File: src/rtl/trace_pkg.sv
// Shared types and helpers for the retirement-trace byte stream.
package trace_pkg;

    localparam int unsigned RECORD_BYTES = 10;
    localparam int unsigned IDX_W        = 4;

    typedef struct packed {
        logic        exc;
        logic [3:0]  code;
        logic [31:0] pc;
        logic [31:0] instr;
    } trace_rec_t;

    typedef enum logic {
        ST_IDLE = 1'b0,
        ST_SEND = 1'b1
    } tx_state_e;

    // Flag byte: exception bit on top, code only meaningful when exc is set.
    function automatic logic [7:0] pack_flags(input logic exc, input logic [3:0] code);
        return {exc, 3'b000, (exc ? code : 4'h0)};
    endfunction

    // Byte idx of a frame; pc and instr are sent little-endian.
    function automatic logic [7:0] frame_byte(input trace_rec_t rec,
                                              input logic [IDX_W-1:0] idx,
                                              input logic [7:0] sync);
        logic [7:0] b;
        case (idx)
            4'd0:    b = sync;
            4'd1:    b = pack_flags(rec.exc, rec.code);
            4'd2:    b = rec.pc[7:0];
            4'd3:    b = rec.pc[15:8];
            4'd4:    b = rec.pc[23:16];
            4'd5:    b = rec.pc[31:24];
            4'd6:    b = rec.instr[7:0];
            4'd7:    b = rec.instr[15:8];
            4'd8:    b = rec.instr[23:16];
            4'd9:    b = rec.instr[31:24];
            default: b = 8'h00;
        endcase
        return b;
    endfunction

endpackage

File: src/rtl/trace_fifo.sv
// Synchronous record FIFO; pointers carry one wrap bit to separate full from empty.
module trace_fifo
    import trace_pkg::*;
#(
    parameter int unsigned DEPTH = 8
) (
    input  logic                     clk,
    input  logic                     reset_n,
    input  logic                     push,
    input  logic                     pop,
    input  trace_rec_t               wdata,
    output trace_rec_t               rdata,
    output logic                     full,
    output logic                     empty,
    output logic [$clog2(DEPTH):0]   level
);

    localparam int unsigned AW = $clog2(DEPTH);
    localparam int unsigned LW = AW + 1;

    logic [AW:0] wr_ptr_q, wr_ptr_d;
    logic [AW:0] rd_ptr_q, rd_ptr_d;
    logic [AW:0] level_q, level_d;
    logic        push_ok, pop_ok;
    trace_rec_t  mem_q [DEPTH];

    assign empty = (wr_ptr_q == rd_ptr_q);
    assign full  = (wr_ptr_q[AW] != rd_ptr_q[AW]) && (wr_ptr_q[AW-1:0] == rd_ptr_q[AW-1:0]);
    assign rdata = mem_q[rd_ptr_q[AW-1:0]];
    assign level = level_q;

    // Pointer and level update; requests that cannot be honoured are ignored.
    always_comb begin
        push_ok  = push && !full;
        pop_ok   = pop && !empty;
        wr_ptr_d = push_ok ? LW'(wr_ptr_q + LW'(1)) : wr_ptr_q;
        rd_ptr_d = pop_ok  ? LW'(rd_ptr_q + LW'(1)) : rd_ptr_q;
        level_d  = level_q;
        case ({push_ok, pop_ok})
            2'b10:   level_d = LW'(level_q + LW'(1));
            2'b01:   level_d = LW'(level_q - LW'(1));
            default: level_d = level_q;
        endcase
    end

    // Control registers with synchronous reset.
    always_ff @(posedge clk) begin
        if (!reset_n) begin
            wr_ptr_q <= '0;
            rd_ptr_q <= '0;
            level_q  <= '0;
        end else begin
            wr_ptr_q <= wr_ptr_d;
            rd_ptr_q <= rd_ptr_d;
            level_q  <= level_d;
        end
    end

    // Storage array, no reset needed.
    always_ff @(posedge clk) begin
        if (push_ok) begin
            mem_q[wr_ptr_q[AW-1:0]] <= wdata;
        end
    end

endmodule

File: src/rtl/trace_stream_tx.sv
// Retirement-trace transmitter: capture, drop counting and 10-byte frame serializer.
module trace_stream_tx
    import trace_pkg::*;
#(
    parameter int unsigned DEPTH     = 8,
    parameter logic [7:0]  SYNC_BYTE = 8'hA5
) (
    input  logic                     clk,
    input  logic                     reset_n,
    input  logic                     trace_valid,
    input  logic [31:0]              trace_pc,
    input  logic [31:0]              trace_instr,
    input  logic                     trace_exc,
    input  logic [3:0]               trace_exc_code,
    output logic                     tx_valid,
    output logic [7:0]               tx_data,
    input  logic                     tx_ready,
    output logic [$clog2(DEPTH):0]   fifo_level,
    output logic [15:0]              drop_count
);

    localparam logic [IDX_W-1:0] LAST_IDX = IDX_W'(RECORD_BYTES - 1);

    tx_state_e         state_q, state_d;
    logic [IDX_W-1:0]  idx_q, idx_d;
    trace_rec_t        frame_q, frame_d;
    logic              tx_valid_q, tx_valid_d;
    logic [7:0]        tx_data_q, tx_data_d;
    logic [15:0]       drop_count_q, drop_count_d;

    trace_rec_t        rec_in, fifo_rdata;
    logic              fifo_full, fifo_empty;
    logic              push, drop, pop;
    logic              accept, last, load;

    trace_fifo #(.DEPTH(DEPTH)) u_fifo (
        .clk     (clk),
        .reset_n (reset_n),
        .push    (push),
        .pop     (pop),
        .wdata   (rec_in),
        .rdata   (fifo_rdata),
        .full    (fifo_full),
        .empty   (fifo_empty),
        .level   (fifo_level)
    );

    assign tx_valid   = tx_valid_q;
    assign tx_data    = tx_data_q;
    assign drop_count = drop_count_q;

    // Capture: full is judged on the registered level, so a pop never frees a slot the same edge.
    always_comb begin
        rec_in       = '{exc: trace_exc, code: trace_exc_code, pc: trace_pc, instr: trace_instr};
        push         = trace_valid && !fifo_full;
        drop         = trace_valid && fifo_full;
        drop_count_d = drop_count_q;
        if (drop && (drop_count_q != 16'hFFFF)) begin
            drop_count_d = drop_count_q + 16'd1;
        end
    end

    // State register and datapath flops.
    always_ff @(posedge clk) begin
        if (!reset_n) begin
            state_q      <= ST_IDLE;
            idx_q        <= '0;
            frame_q      <= '0;
            tx_valid_q   <= 1'b0;
            tx_data_q    <= 8'h00;
            drop_count_q <= 16'h0000;
        end else begin
            state_q      <= state_d;
            idx_q        <= idx_d;
            frame_q      <= frame_d;
            tx_valid_q   <= tx_valid_d;
            tx_data_q    <= tx_data_d;
            drop_count_q <= drop_count_d;
        end
    end

    // Next state: leave SEND only once the last byte is taken and nothing is queued.
    always_comb begin
        accept  = (state_q == ST_SEND) && tx_ready;
        last    = (idx_q == LAST_IDX);
        state_d = state_q;
        case (state_q)
            ST_IDLE: if (!fifo_empty)                    state_d = ST_SEND;
            ST_SEND: if (accept && last && fifo_empty)   state_d = ST_IDLE;
            default:                                     state_d = ST_IDLE;
        endcase
    end

    // Outputs: load a new frame (from IDLE or straight after byte 9) or advance on accept.
    always_comb begin
        pop        = 1'b0;
        frame_d    = frame_q;
        idx_d      = idx_q;
        tx_data_d  = tx_data_q;
        load       = !fifo_empty && ((state_q == ST_IDLE) || (accept && last));
        if (load) begin
            pop       = 1'b1;
            frame_d   = fifo_rdata;
            idx_d     = '0;
            tx_data_d = SYNC_BYTE;
        end else if (accept) begin
            if (last) begin
                idx_d     = '0;
                tx_data_d = 8'h00;
            end else begin
                idx_d     = IDX_W'(idx_q + IDX_W'(1));
                tx_data_d = frame_byte(frame_q, IDX_W'(idx_q + IDX_W'(1)), SYNC_BYTE);
            end
        end
        tx_valid_d = (state_d == ST_SEND);
    end

endmodule
File: config.mk
export PLATFORM = sky130hd
export DESIGN_NAME = trace_stream_tx
export DESIGN_NICKNAME = d
export VERILOG_FILES = /design/src/rtl/trace_pkg.sv /design/src/rtl/trace_fifo.sv /design/src/rtl/trace_stream_tx.sv
export SDC_FILE = /design/constraint.sdc
export NUM_CORES = 1
export LEC_CHECK = 0
export CAP_MARGIN = 25
export CORE_MARGIN = 2
export CORE_UTILIZATION = 29
export CTS_CLUSTER_SIZE = 40
export DETAILED_ROUTE_END_ITERATION = 12
export PLACE_DENSITY = 0.54
export SLEW_MARGIN = 20
export SYNTH_ARGS = -nofsm -noshare
export SYNTH_HDL_FRONTEND = slang
export SYNTH_SLANG_ARGS = --single-unit
File: constraint.sdc
create_clock -name clk -period 9.8 [get_ports clk]
set_input_delay 1.96 -clock clk [delete_from_list [all_inputs] [get_ports clk]]
set_output_delay 1.96 -clock clk [all_outputs]
set_load 0.05 [all_outputs]
==> results.md <==
* Status: complete, but fails checks
* Failing checks: DRC
* All-Layer GR Usage at 0.126
* Drt drc at 7
* Top cell type's share of synthesized area at 0.639
* Final setup fails at 0
* Synth-to-layout area growth at 18.1%
* Yosys reg bits at 662
* VDD IR max at 0.000150 V
* Top cells by area, synth: edfxtp_1, mux4_2, dfxtp_1
* FF-to-FF setup slack at 6.05 ns
* GP Congestion at 0.797
* Total Wirelength at 57.7 mm
* Clock Latency Late Sink at 0.61 ns
* Clock buffer count from CTS at 70
* Initial antenna violation count at 8
* Hold Path Depth at 2
* Worst reg2reg path startpoint: u_fifo.rd_ptr_q[0]
* Post-synth top area cell: edfxtp_1
* Area after DPL at 28200 um^2
* Period utilization at 0.463
* Clock skew at 0.0307 ns
* Hold_sp: drop_count[15]
* Syn nets at 1450
* Share of layout cells above drive strength 1 at 0.238
* Hold Path End: drop_count[15]
* Largest net degree at the start of global routing at 91
* Core Region at 88500 um^2
* Startpoint types: input port
* RR Endpoint: u_fifo.level[3]
* Post-layout net count at 1569
* Port Buffer Count at 101
* Die Y at 303 um
* Worst hold slack at 0.495 ns
* Wirelength per Cell at 21.3 um
* Power Dens Cells at 249 nW/um^2
* Detailed-route via count at 12742
* Asr flop ratio synth at 0
* Max clock buf depth at 3
* Reg clk slew, reported paths at 0.06 ns
* Mapped Area at 25900 um^2
* I/O pin count at 102
* Fin. Hold Viols at 0
* GRT Residual Overflow at 0
* TritonCTS clock tree: yes
* RSZ-0062 raised after global routing: false
* Maxcap violations at 0
* DRT Pass-1 Iters at 9
* HPWL after DPL at 33.5 mm
* DRT iter0 DRCs at 982
* YS warnings at 0
* Top FF cell, synth: edfxtp_1
* H-tree levels at 3
* Post-Syn Instances at 1370
* CTS Sinks at 662
* TNS Setup at 0 ns
* Max Slew Vio Count at 0
* Setup Fix Bufs, Post-CTS at 0
* Fmax at 221 MHz
* Critical path class: in2reg
* Hold_buf cts at 0
* CP max FO at 58
* Detail Route Antenna Nets at 0
* Drt via density at 4.71
* Clk root buf: clkbuf_16
* Starting Density at 0.293
* Static Leak at 9.26 nW
* Post-layout util at 0.346
* Post-synth EDFFs at 552
* CP Capture Type: flip-flop
* Row Count at 109
* FF-to-FF path depth at 10
* Final min period at 4.53 ns
* Vias in the first global route at 13237
* Post-synthesis sequential area ratio at 0.724
* Data required, critical path at 10.34 ns
* Final instance area at 30600 um^2
* First-pass GRT wire length at 85.7 mm
* Slew margin rel. at 0.357
* Post-synthesis average cell area at 18.9 um^2
* Worst-Margin Slew at 0.964 ns
* Netlist cell types at 54
* CP arrival at 5.07 ns
* Worst min path class: reg2reg
* Post-CTS Resized at 0
* Die X at 303 um
* Diode count at 0
* DIE AREA at 91800 um^2
## how the worst max path moves through the flow
stage	to	slack [ns]	cells after the start	from
4_1_cts	tx_data[1]	5.20	7	tx_ready
6_report	u_fifo.level[3]	5.27	11	tx_ready
3_5_place_dp	tx_data[1]	4.57	7	tx_ready
3_3_place_gp	u_fifo.level[3]	4.66	11	tx_ready
5_1_grt	u_fifo.level[3]	5.01	11	tx_ready
2_1_floorplan	u_fifo.mem_q[0][0]	2.13	3	trace_valid
## layout make-up
type,count,area (um^2)
Fill cell,8229,57900
Sequential cell,662,18800
Multi-Input combinational cell,615,6730
Clock buffer,87,1960
Tap cell,1165,1460
Timing Repair Buffer,130,1250
Clock inverter,39,388
Inverter,10,40.0
## report_power, final
part	leakage, nW	total [W]	internal [W]	switching (W)
Clock	1.15	0.00267	0.00161	0.00106
Combinational	2.19	0.00153	0.000688	0.000840
Sequential	5.92	0.00343	0.00325	0.000183
Total	9.26	0.00763	0.00555	0.00209
## synth_stat cells (all sizes together), types with 4 or more instances
library cell	instances
nand3b	8
mux2	4
a211oi	70
nand2	27
inv	10
or4	4
o31ai	5
a21oi	36
nor3	8
o211ai	4
mux4	140
a22oi	8
nand2b	7
nor2b	7
edfxtp	552
mux2i	80
dfxtp	110
xnor2	7
ha	6
and3	6
xor2	9
o21ai	20
nand3	17
clkbuf	41
or3	12
a31oi	5
nor2	100
buf	42
## per-stage QoR
stage	setup slack, ns	instances	total power (W)
global route	5.01	2708	0.00797
CTS	5.20	2707	0.00773
finish	5.27	2708	0.00763
detailed placement	4.57	2581	0.00504
global placement	4.66	2581	0.00502
floorplan	2.13	1370	0.00466
## layer usage
layer | GRT usage | wire length [um] | vias to the layer above
met5 | 0 | 95 | -
met4 | 0.0361 | 1080 | 16
met3 | 0.0274 | 2810 | 89
met2 | 0.208 | 28000 | 243
met1 | 0.168 | 25700 | 6635
li1 | - | - | 5759
## critical path, stage by stage
cell and delay [ns]:
clkdlybuf4s50_1 0.50, nand3b_1 0.07, o21ai_0 0.35, and2_4 0.71
ha_1 0.32, ha_1 0.24, a21o_1 0.17, a21oi_1 0.18
xnor2_1 0.11, or3_1 0.31, a21oi_1 0.13
## registers in the layout (all words and copies together), names as in the netlist
register	cells
u_fifo.level	4
u_fifo.mem_q	552
drop_count	16
u_fifo.wr_ptr_q	4
tx_valid	1
frame_q	69
tx_data	8
u_fifo.rd_ptr_q	4
idx_q	4
## cells by family (layout without fill, tap and decap cells)
group / Yosys count / in the layout / share of synthesized area
XOR/XNOR: 16 / 16 / 0.00599
adder cells (fa/ha/maj): 7 / 7 / 0.00367
AND/OR/NAND/NOR: 206 / 206 / 0.0381
flip-flops: 662 / 662 / 0.724
multiplexers: 224 / 224 / 0.154
buffers and inverters: 93 / 266 / 0.0182
AO/OA/AOI/OAI: 162 / 162 / 0.0554
## cell usage in the layout, fill, tap and decap left out, types with 8 or more instances in the layout
master / instances
edfxtp_1: 552
mux4_2: 140
dfxtp_1: 107
clkdlybuf4s50_1: 101
nor2_1: 94
mux2i_1: 80
clkbuf_16: 76
a211oi_2: 69
a21oi_1: 36
buf_4: 28
nand2_1: 27
o21ai_0: 20
nand3_1: 17
clkinv_1: 13
clkinv_2: 13
or3_1: 12
inv_1: 9
clkbuf_1: 9
xor2_1: 8
a22oi_1: 8
nand3b_1: 8
Note: power is estimated with default switching activity, not from simulation.
==> RTL edit, RTL diff (same flow settings) <==
`DEPTH` is set to 8 in 2 places; all go to 16.
--- a/src/rtl/trace_fifo.sv
+++ b/src/rtl/trace_fifo.sv
@@ -2,7 +2,7 @@
 module trace_fifo
     import trace_pkg::*;
 #(
-    parameter int unsigned DEPTH = 8
+    parameter int unsigned DEPTH = 16
 ) (
     input  logic                     clk,
     input  logic                     reset_n,
--- a/src/rtl/trace_stream_tx.sv
+++ b/src/rtl/trace_stream_tx.sv
@@ -2,7 +2,7 @@
 module trace_stream_tx
     import trace_pkg::*;
 #(
-    parameter int unsigned DEPTH     = 8,
+    parameter int unsigned DEPTH     = 16,
     parameter logic [7:0]  SYNC_BYTE = 8'hA5
 ) (
     input  logic                     clk,
Interface: changed (resized fifo_level); port bits go from 102 to 103. The function was not compared with the original's and may differ.
==> RTL edit against the original RTL <==
  * Sequential share of layout area rose by 4.5 points
  * Cell area rose by 76%
  * Area after synthesis rose by 79%
  * Critical path depth rose by 2
  * Cell count rose by 70%
  * Wire length rose by 93%
  * Clock power rose by 64%
  * Sequential cell count rose by 555
  * Via count rose by 77%
  * Non-clock buffer count rose by 22
  * Power rose by 63%
  * Setup slack got worse by 0.45 ns
  * Largest cell class unchanged
  * Largest power group unchanged
  * Highest routed layer unchanged
==> RTL edit: results (changes against the original RTL) <==
global-route wire length before repair 163000 µm (+90%); CTS buffer count 115 (+64%); syn_nets 2375 (+64%); sequential power 0.00603 W (+76%); final WL 111000 µm (+93%); Total GRT Usage 13.5% (+0.86 points); routed wl met3 5390 µm (+92%); Worst-Skew Late Latency 0.75 ns (+0.14 ns); M2 GR Usage 23.1% (+2.2 points); initial antenna violation count 13 (+5); Resize count post-CTS 0 (unchanged); peak supply drop 0.156 mV (+4.4%); cells after synthesis 2291 (+67%); worst clock skew 0.0319 ns (+0.00116 ns); GPL Wtd Cong 0.803 (+0.72%); met1 WL 48200 µm (+88%); met1 usage 17.8% (+1.0 points); sequential fraction of the synthesis area 76.4% (+3.9 points); worst-path maximum fanout 81 (+40%); vias in the first global route 23500 (+78%); worst-case reg-to-reg path depth 7 (-3); Clk network pwr share 35.1% (about the same); PortBufs 102 (+0.99%); largest net degree at the start of global routing 127 (+40%); Setup WS post-layout 4.82 ns (-0.446 ns); met3 usage 2.35% (-0.38 points); WL/cell 24.3 µm (+14%); layout cells sized above 1 20.7% (-3.2 points); placed cells 4372 (+69%); metal2 WL 56000 µm (+100%); setup slack, reg-to-reg 5.49 ns (-0.56 ns); Pre-Repair DR Iteration Count 8 (-1); root buf cell clkbuf_16; dpl ws 4.11 ns (-0.463 ns); Filler cells 14800 (+79%); initial detailed-routing violation count 1955 (+99%); worst path arrival time 5.61 ns (+0.54 ns); vias 22600 (+77%); r2r endpoint frame_q[45]; status complete, no violations; synth top area cells edfxtp_1 (71%), mux4_2 (13%), dfxtp_1 (4.9%), a22o_1 (2.7%), nor2_1 (1.0%); max reg flops 1104 (+100%); Post-DP HPWL 61600 µm (+84%); leakage dissipation 16.4 nW (+77%); Post-synth EDFFs 1104 (+100%); Post-synth top cells edfxtp_1 (1104), mux4_2 (276), a22o_1 (143); Cell variety after synth 52 (-3.7%); max_slew headroom 28.6% (-7.1 points); Critical path destination u_fifo.level[4]
## RTL edit: stage by stage
step                      cell area, µm²  power, W
after floorplan                    46400   0.00759
final                              53800    0.0125
after detailed placement           49900   0.00824
after CTS                          53600    0.0126
after global placement             49900   0.00820
after global routing               53700    0.0130
## RTL edit: cells by family (layout without fill, tap and decap cells)
family | Yosys count | count (layout) | synth area share (%)
flops | 1217 | 1217 | 76.4
mux | 296 | 296 | 13.8
simple gates | 313 | 313 | 3.11
fa+ha+maj | 11 | 11 | 0.313
other cells | 0 | 3 | 0
buf+inv | 150 | 376 | 1.31
xor+xnor | 27 | 27 | 0.510
compound gates | 277 | 277 | 4.55
## RTL edit: how the worst min path moves through the flow
stage / start / to / slack (ns) / cells after the start
after floorplan: frame_q[10] / frame_q[10] / 0.44 / 2
after global placement: frame_q[62] / frame_q[62] / 0.46 / 2
after detailed placement: frame_q[38] / frame_q[38] / 0.46 / 2
after CTS: frame_q[38] / frame_q[38] / 0.47 / 2
after global routing: frame_q[62] / frame_q[62] / 0.50 / 2
final: frame_q[38] / frame_q[38] / 0.47 / 2
## RTL edit: cell type report
class / count / share of cell area [%]
Sequential cell: 1217 / 65.9
Timing Repair Buffer: 152 / 2.79
Inverter: 12 / 0.0838
Tap cell: 2072 / 4.82
Clock buffer: 148 / 5.66
Clock inverter: 64 / 1.22
Antenna cell: 3 / 0.0140
Multi-Input combinational cell: 924 / 19.5
## RTL edit: worst max-delay path, stage by stage
cell and delay [ns]:
clkdlybuf4s50_1 0.53, nand4_1 0.15, a22oi_2 0.21, buf_4 0.70
ha_1 0.37, inv_1 0.12, fa_1 0.39, nor2b_1 0.17
o21ai_0 0.14, nand3_1 0.11, or3b_2 0.48, xnor2_1 0.14
and2_1 0.15
